`src/rtl/tdc_launch_capture.sv`:
```
// Launch/capture sequencer and thermometer reader for the TDC tile.
// Runs bursts of N launch/capture samples, decodes each snapshot and presents the sum.
module tdc_launch_capture #(
    parameter int TAP_W = 8,
    parameter int GAP_W = 4,
    parameter int ACC_W = 12
) (
    input  logic             clk,
    input  logic             rst,
    input  logic             start_i,
    input  logic [3:0]       nsamp_i,
    input  logic [GAP_W-1:0] gap_i,
    output logic             launch_o,
    output logic             capture_o,
    input  logic [TAP_W-1:0] therm_i,
    output logic             busy_o,
    output logic [ACC_W-1:0] result_o,
    output logic             err_o,
    output logic             valid_o,
    input  logic             ready_i
);

    localparam int CNT_W = $clog2(TAP_W + 1);

    if ((2 ** ACC_W) <= (16 * TAP_W)) begin : g_acc_w_check
        $error("tdc_launch_capture: ACC_W too small to hold 16*TAP_W");
    end

    typedef enum logic [2:0] {
        S_IDLE    = 3'd0,
        S_LAUNCH  = 3'd1,
        S_WAIT    = 3'd2,
        S_CAPTURE = 3'd3,
        S_SAMPLE  = 3'd4,
        S_DONE    = 3'd5
    } state_t;

    // Length of the unbroken run of ones starting at tap 0.
    function automatic logic [CNT_W-1:0] therm_count(input logic [TAP_W-1:0] t);
        logic             run;
        logic [CNT_W-1:0] n;
        run = 1'b1;
        n   = {CNT_W{1'b0}};
        for (int i = 0; i < TAP_W; i++) begin
            if (run && t[i]) begin
                n = n + CNT_W'(1);
            end else begin
                run = 1'b0;
            end
        end
        return n;
    endfunction

    // Any one sitting above the first zero is a bubble in the delay line.
    function automatic logic therm_bubble(input logic [TAP_W-1:0] t);
        logic zero_seen;
        logic b;
        zero_seen = 1'b0;
        b         = 1'b0;
        for (int i = 0; i < TAP_W; i++) begin
            b         = b | (t[i] & zero_seen);
            zero_seen = zero_seen | ~t[i];
        end
        return b;
    endfunction

    state_t             state_q,    state_d;
    logic [3:0]         nsamp_q,    nsamp_d;
    logic [GAP_W-1:0]   gap_q,      gap_d;
    logic [GAP_W-1:0]   gap_cnt_q,  gap_cnt_d;
    logic [3:0]         samp_cnt_q, samp_cnt_d;
    logic [ACC_W-1:0]   acc_q,      acc_d;
    logic               err_q,      err_d;
    logic [ACC_W-1:0]   result_q,   result_d;
    logic               err_out_q,  err_out_d;
    logic               launch_q,   launch_d;
    logic               capture_q,  capture_d;
    logic               busy_q,     busy_d;
    logic               valid_q,    valid_d;
    logic [ACC_W-1:0]   acc_sum_s;
    logic               err_sum_s;

    assign acc_sum_s = acc_q + ACC_W'(therm_count(therm_i));
    assign err_sum_s = err_q | therm_bubble(therm_i);

    // Next-state, datapath and registered-output decode.
    always_comb begin
        state_d    = state_q;
        nsamp_d    = nsamp_q;
        gap_d      = gap_q;
        gap_cnt_d  = gap_cnt_q;
        samp_cnt_d = samp_cnt_q;
        acc_d      = acc_q;
        err_d      = err_q;
        result_d   = result_q;
        err_out_d  = err_out_q;
        case (state_q)
            S_IDLE: begin
                if (start_i) begin
                    nsamp_d    = nsamp_i;
                    gap_d      = gap_i;
                    samp_cnt_d = 4'd0;
                    acc_d      = {ACC_W{1'b0}};
                    err_d      = 1'b0;
                    state_d    = S_LAUNCH;
                end else begin
                    state_d = S_IDLE;
                end
            end
            S_LAUNCH: begin
                gap_cnt_d = gap_q;
                if (gap_q != {GAP_W{1'b0}}) begin
                    state_d = S_WAIT;
                end else begin
                    state_d = S_CAPTURE;
                end
            end
            S_WAIT: begin
                if (gap_cnt_q == GAP_W'(1)) begin
                    state_d = S_CAPTURE;
                end else begin
                    gap_cnt_d = gap_cnt_q - GAP_W'(1);
                end
            end
            S_CAPTURE: begin
                state_d = S_SAMPLE;
            end
            S_SAMPLE: begin
                acc_d = acc_sum_s;
                err_d = err_sum_s;
                if (samp_cnt_q == nsamp_q) begin
                    result_d  = acc_sum_s;
                    err_out_d = err_sum_s;
                    state_d   = S_DONE;
                end else begin
                    samp_cnt_d = samp_cnt_q + 4'd1;
                    state_d    = S_LAUNCH;
                end
            end
            S_DONE: begin
                if (ready_i) begin
                    state_d = S_IDLE;
                end else begin
                    state_d = S_DONE;
                end
            end
            default: begin
                state_d = S_IDLE;
            end
        endcase
        // The launch edge stays high from LAUNCH through CAPTURE; SAMPLE is the low gap.
        launch_d  = (state_d == S_LAUNCH) || (state_d == S_WAIT) || (state_d == S_CAPTURE);
        capture_d = (state_d == S_CAPTURE);
        busy_d    = (state_d != S_IDLE);
        valid_d   = (state_d == S_DONE);
    end

    // State, settings, accumulator and output registers with synchronous reset.
    always_ff @(posedge clk) begin
        if (rst) begin
            state_q    <= S_IDLE;
            nsamp_q    <= 4'd0;
            gap_q      <= {GAP_W{1'b0}};
            gap_cnt_q  <= {GAP_W{1'b0}};
            samp_cnt_q <= 4'd0;
            acc_q      <= {ACC_W{1'b0}};
            err_q      <= 1'b0;
            result_q   <= {ACC_W{1'b0}};
            err_out_q  <= 1'b0;
            launch_q   <= 1'b0;
            capture_q  <= 1'b0;
            busy_q     <= 1'b0;
            valid_q    <= 1'b0;
        end else begin
            state_q    <= state_d;
            nsamp_q    <= nsamp_d;
            gap_q      <= gap_d;
            gap_cnt_q  <= gap_cnt_d;
            samp_cnt_q <= samp_cnt_d;
            acc_q      <= acc_d;
            err_q      <= err_d;
            result_q   <= result_d;
            err_out_q  <= err_out_d;
            launch_q   <= launch_d;
            capture_q  <= capture_d;
            busy_q     <= busy_d;
            valid_q    <= valid_d;
        end
    end

    assign launch_o  = launch_q;
    assign capture_o = capture_q;
    assign busy_o    = busy_q;
    assign valid_o   = valid_q;
    assign result_o  = result_q;
    assign err_o     = err_out_q;

endmodule

```
`config.mk`:
```
export PLATFORM = sky130hd
export DESIGN_NAME = tdc_launch_capture
export DESIGN_NICKNAME = d
export VERILOG_FILES = /design/src/rtl/tdc_launch_capture.sv
export SDC_FILE = /design/constraint.sdc
export NUM_CORES = 1
export LEC_CHECK = 0
export BUFFER_PORTS_ARGS = -buffer_cell sky130_fd_sc_hd__clkbuf_2
export CORE_UTILIZATION = 35
export DETAILED_ROUTE_END_ITERATION = 7
export GPL_ROUTABILITY_DRIVEN = 0
export PLACE_DENSITY = 0.52
export SETUP_SLACK_MARGIN = 0.3
export SYNTH_ARGS = -nofsm -noshare
export SYNTH_HDL_FRONTEND = slang
export SYNTH_SLANG_ARGS = --single-unit
```
`constraint.sdc`:
```
create_clock -name clk -period 5.13 [get_ports clk]
set_input_delay 1.026 -clock clk [delete_from_list [all_inputs] [get_ports clk]]
set_output_delay 1.026 -clock clk [all_outputs]
set_load 0.02 [all_outputs]
```
==> impl_metrics.toml, run 1 <==
[status]
status = "finished, final reports clean"

[layout]
diodes = 0
nFillCells = 824
final_layout_size_suffix_gt1_share_pct = 15.90
areaGrowthSynthToFinish_pct = 12.27
final_nets = 403
fin_area_um2 = 3114

[route]
drtIter0Drc = 130
wl_met2_um = 2686
drt-met1-wl_um = 3072
wl_met3_um = 218
post_drt_wl_per_cell_um = 12.78
drtPass1Iterations = 4
via_count = 2396
drt-total-wl_um = 6046
top_layer_used = "met4"
drc = 0
ant_nets = 0
vias_per_cell = 5.066

[worst_hold_path]
hold_path_class = "flip-flop to flip-flop"
min_path_cells = 2
min_to = "result_o[2]"
worstHoldStart = "result_o[2]"

[global_route]
grt_pass1_vias = 2206
antenna_found_initial = 0
grt_overflow = 0
grt_pass1_wl_um = 10360
grt_max_degree = 48
grt.total_usage_pct = 15.34

[placed_design]
io_buffers = 36
place_area_um2 = 3003
place_hpwl_um = 4252

[yosys]
syn_inst = 341
synth_area_leaders = "dfxtp_1, nand2_1, a21oi_1, ha_1, nor2_1"
synth_top_cell_area_share_pct = 35.36
ys_ff_latch = 49
seq_area_frac_synth_pct = 35.36
yosysMostFrequentCell = "dfxtp_1"
synth_top_area_cell = "dfxtp_1"
syn_avg_cell_area_um2 = 8.135
synth_edf_count = 0
ys_warn_count = 0
ys.flop_type = "dfxtp_1"
synth.distinct_cells = 55
async_flop_share_pct = 0
synth_area_um2 = 2774
synth_top_cells_by_count = "dfxtp_1, nand2_1, nor2_1"
syn_nets = 374

[sta]
skew_ns = 0.01275
period_minus_slack_ns = 4.581
fmax_ghz = 0.2183
setup_viol = 0
slew_viol_final = 0
fin_setup_tns_ns = 0
hold_viol = 0
fin_crit_sh_pct = 89.30
worstMarginPinSlew_ns = 1.200
relSlewSlack_pct = 19.46
rsz0062_at_grt = "no"

[floorplanning]
io_pins = 37
dieWidth_um = 91.03
die_y_um = 91.03
initial_core_util_pct = 36.08
core_um2 = 7687
row_count = 32
die-area_um2 = 8286

[cts]
cts_buffers = 5
h-tree-depth = 2
cts_sinks = 49
cts-root-buf = "clkbuf_8"
clock_latency_ns = 0.30
clk_pin_slew_worst_paths_ns = 0.09
cts_tree = "built"
cts.path.max_buffers = 2
post_cts_buffers = 0

[critical_path]
path_delay_family = "compound AO/OA/AOI/OAI gates"
reg2reg_slack_ns = 3.01
worstPathRequired_ns = 5.34
r2r_cells = 4
path_buf_inv = 2
path_cells = "clkbuf_2 > inv_1 > a21boi_1 > ha_1 > nor2_1 > nor2_1 > ha_1 > nand3b_1 > a211oi_1 > nand2b_1 > a21boi_0 > ha_1 > a32o_1 > ha_1 > a211oi_1 > o21bai_1 > and3_1 > xnor2_1 > a211oi_2"
crit_fanout = 5
cpMostUsedCell = "ha_1"
startpoint_type = "primary input"
worstSetupPathType = "primary input to flip-flop"
worstPathArrival_ns = 4.79
slowest_delay_ns = 0.32
slowest_stage = "ha_1"
crit_path_end_kind = "flip-flop"
crit-reg2reg-launch = "state_q[2]"
r2r-end = "gap_q[3]"

[pwr]
powerDensity_nw_per_um2 = 269.8
p_leak_nw = 1.226
ir_drop_mv = 0.1288

[job]
maxCapViolations = 0
[final cells by class]
type / count / area [um^2] / share of cell area, %
flip-flops and latches: 49 / 980.9 / 31.50
repair buffers: 37 / 187.7 / 6.027
clock buffers: 6 / 72.57 / 2.330
clock inverters: 2 / 38.79 / 1.245
multi-input cells: 267 / 1669 / 53.60
well taps: 102 / 127.6 / 4.098
inverters: 10 / 37.54 / 1.205
[registers in the layout, indices dropped and copies added, names as in the netlist]
signal	flops
result_o	12
gap_q	4
valid_o	1
err_o	1
nsamp_q	4
busy_o	1
err_q	1
gap_cnt_q	4
state_q	3
samp_cnt_q	4
acc_q	12
launch_o	1
capture_o	1
[layout by cell type (no fill, tap or decap), types with 2 or more instances in the layout]
cell type   n
a22oi_1     6
xor2_1     13
mux2i_1     2
a211oi_1    6
nor2_1     35
a21oi_1    30
nand2_1    48
inv_1      10
o21a_1      3
or3_1       3
nand3b_1    2
o21ai_0    16
and2_1      2
xnor2_1     7
mux2_2      2
nor2_2      2
nand4_1     3
nor3b_1     3
o211ai_1    4
a211oi_2    6
nor4_1      4
dfxtp_1    49
a31oi_1     2
nor3_1      7
clkbuf_8    5
clkbuf_2   36
nand2b_1    6
nand3_1    11
and3_1      3
nor2b_1     2
ha_1       12
a21boi_0    5
and3b_1     2
[worst max path at each step]
stage                from           to  slack [ns]  cells past startpoint
6_report       therm_i[2]  result_o[9]        0.55                     19
4_1_cts        therm_i[2]  result_o[9]        0.43                     19
5_1_grt        therm_i[2]  result_o[6]        0.31                     20
2_1_floorplan  therm_i[2]  result_o[6]        0.60                     18
3_3_place_gp   therm_i[2]  result_o[6]        0.27                     20
3_5_place_dp   therm_i[2]  result_o[9]        0.14                     19
[worst min-delay path, delay by kind of cell, from the launching register on]
kind | cells | cell delay (ns)
compound gates | 1 | 0.05
flops | 1 | 0.32
simple gates | 1 | 0.05
[timing repair]
action,4_1_cts,5_1_grt
resized for setup,0,1
hold buffers,0,0
setup endpoints to repair,0,13
endpoints found under the hold margin,0,0
[per-layer routing]
| layer | GRT usage (%) | vias up |
|---|---|---|
| li1 | - | 1264 |
| met1 | 20.97 | 1082 |
| met2 | 24.18 | 44 |
| met3 | 3.183 | 6 |
| met4 | 4.630 | 0 |
| met5 | 0 | - |
[power by group]
group / switching (mW) / internal (mW) / total [mW]
Combinational: 0.0928 / 0.0557 / 0.148
Clock: 0.130 / 0.146 / 0.276
Sequential: 0.0167 / 0.399 / 0.416
Total: 0.239 / 0.601 / 0.840
[metrics by stage]
step / power (mW) / util (%) / hold slack [ns] / instances / worst slack [ns]
2_1_floorplan: 0.5320 / - / 0.4362 / 341 / 0.6047
3_3_place_gp: 0.5722 / 39.06 / 0.4415 / 465 / 0.2734
3_5_place_dp: 0.5734 / 39.06 / 0.4458 / 465 / 0.1372
4_1_cts: 0.8538 / 40.51 / 0.4593 / 473 / 0.4282
5_1_grt: 0.8894 / 40.51 / 0.4853 / 473 / 0.3057
6_report: 0.8404 / 40.51 / 0.4559 / 473 / 0.5489
[cells by family (layout without fill, tap and decap cells)]
group	count (synthesis)	count (layout)	synth area share, %
simple gates	139	139	24.31
compound gates	91	91	21.88
flops	49	49	35.36
buf+inv	25	55	4.466
xor+xnor	20	20	6.315
fa+ha+maj	13	13	6.134
mux	4	4	1.534
Note: power is estimated with default switching activity, not from simulation.
==> inputs of run 2 (changes only) <==
Settings changed: ABC_AREA set to 1.
==> impl_metrics.toml, run 2 <==
[route]
ant_nets = 0
drc = 0
vias_per_cell = 4.769
via_count = 2494
drtIter0Drc = 73
drt-total-wl_um = 5970
post_drt_wl_per_cell_um = 11.41
drtPass1Iterations = 4

[cts]
clk_pin_slew_worst_paths_ns = 0.10
h-tree-depth = 2
ctsResizeCount = 0
holdBufCountCts = 0
cts_sinks = 49
cts_tree = "built"
cts_buffers = 5
cts-root-buf = "clkbuf_8"
clock_latency_ns = 0.30
post_cts_buffers = 0
cts.path.max_buffers = 2

[status]
status = "finished, final reports clean"

[sta]
fin_ws_ns = 1.064
slew_viol_final = 0
fin_crit_sh_pct = 79.26
relSlewSlack_pct = 54.21
hold-worst-slack_ns = 0.4651
setup_viol = 0
worstMarginPinSlew_ns = 0.6868
rsz0062_at_grt = "no"
fmax_ghz = 0.2459
period_minus_slack_ns = 4.066
skew_ns = 0.01199
hold_viol = 0
fin_setup_tns_ns = 0

[global_route]
grt.total_usage_pct = 15.52
antenna_found_initial = 0
grt_overflow = 0
grt_pass1_wl_um = 10270
grt_pass1_vias = 2226
grt_max_degree = 32

[yosys]
yosysMostFrequentCell = "nand2_1"
ys_ff_latch = 49
synth_top_area_cell = "dfxtp_1"
synth.distinct_cells = 33
syn_nets = 422
synth_edf_count = 0
synth_top_cell_area_share_pct = 36.33
async_flop_share_pct = 0
syn_avg_cell_area_um2 = 6.941
ys_warn_count = 0
ys.flop_type = "dfxtp_1"
synth_area_leaders = "dfxtp_1, nand2_1, a21oi_1, inv_1, ha_1"
synth_top_cells_by_count = "nand2_1, dfxtp_1, inv_1"
seq_area_frac_synth_pct = 36.33
synth_area_um2 = 2700
syn_inst = 389

[layout]
nFillCells = 797
final_common_cell = "nand2_1"
final_layout_size_suffix_gt1_share_pct = 14.62
areaGrowthSynthToFinish_pct = 13.86
diodes = 0
mostFrequentLayoutCells = "nand2_1, dfxtp_1, inv_1"
final_nets = 456
instances_no_fill = 523

[floorplanning]
initial_core_util_pct = 36.64
die-area_um2 = 8069
dieWidth_um = 89.83
die_y_um = 89.83
row_count = 31
io_pins = 37
core_um2 = 7370

[pwr]
powerDensity_nw_per_um2 = 279.4
power_mw = 0.8590
ir_drop_mv = 0.1261
p_leak_nw = 1.472

[critical_path]
worstSetupPathType = "primary input to flip-flop"
worstPathArrival_ns = 4.27
crit_fanout = 5
crit_path_end_kind = "flip-flop"
worstPathRequired_ns = 5.34
startpoint_type = "primary input"

[job]
maxCapViolations = 0

[worst_hold_path]
hold_path_class = "flip-flop to flip-flop"

[placed_design]
place_hpwl_um = 4314
dp_cells = 515
io_buffers = 36
pre_cts_ws_ns = 0.7522
-- run 2: changes by cell type in the layout (fill, tap and decap cells not counted), moves of 6 or more --
cell,before,now
nand3_1,11,24
o21ai_0,16,24
xnor2_1,7,1
a21oi_1,30,38
a22oi_1,6,0
inv_1,10,44
nand2b_1,6,0
a211oi_2,6,0
nand2_1,48,97
-- run 2: worst max-delay path, stage by stage --
cell and delay (ns):
clkbuf_2 0.14, inv_1 0.05, a21oi_1 0.21, ha_1 0.28
inv_1 0.05, a31o_2 0.14, nand2_1 0.05, nand2_1 0.07
inv_1 0.05, ha_1 0.28, nand4_1 0.11, nand2_2 0.08
ha_1 0.20, nand4_1 0.10, xor2_1 0.21, ha_1 0.31
a21oi_1 0.17, nand2_1 0.14, nand2_1 0.09, nand2_1 0.09
nand2_1 0.07, nand2_1 0.05, and2_1 0.13, o21ai_1 0.11
inv_1 0.05
-- run 2: final timing paths --
| kind | cells after the start | slack [ns] | start | end |
|---|---|---|---|---|
| worst min-delay path | 2 | 0.47 | result_o[0] | result_o[0] |
| worst min register to register | 2 | 0.47 | result_o[0] | result_o[0] |
| worst max-delay path | 25 | 1.06 | therm_i[2] | result_o[9] |
| worst max register to register | 7 | 2.98 | state_q[1] | busy_o |
-- run 2: power breakdown --
group / total (mW) / internal, mW / switching, mW
clock: 0.279 / 0.147 / 0.133
sequential: 0.417 / 0.403 / 0.0135
combinational: 0.163 / 0.0531 / 0.110
total: 0.859 / 0.603 / 0.256
-- run 2: stage by stage --
step                      instance area, um^2  util [%]
after floorplan                          2700         -
after global placement                   2963     40.20
after detailed placement                 2963     40.20
after CTS                                3074     41.71
after global routing                     3074     41.71
final                                    3074     41.71
-- run 2: cell families after synthesis --
family / share of synthesized area (%)
flip-flops: 36.33
AO/OA/AOI/OAI: 14.50
buffers and inverters: 8.063
adder cells (fa/ha/maj): 6.302
AND/OR/NAND/NOR: 30.58
XOR/XNOR: 4.217
-- run 2: final cells by class --
| class | count | area, um^2 | share of cell area, % |
|---|---|---|---|
| Multi-Input combinational cell | 284 | 1501 | 48.84 |
| Sequential cell | 49 | 980.9 | 31.91 |
| Timing Repair Buffer | 36 | 180.2 | 5.861 |
| Inverter | 47 | 176.4 | 5.739 |
| Tap cell | 99 | 123.9 | 4.029 |
| Clock buffer | 6 | 72.57 | 2.361 |
| Clock inverter | 2 | 38.79 | 1.262 |
-- run 2: routing by layer --
layer,vias up,share of wire [%],track usage (%)
met5,-,0,0
met4,0,0.94,5.328
met3,4,3.4,3.046
met2,41,44,24.10
met1,1122,51,21.38
li1,1327,-,-
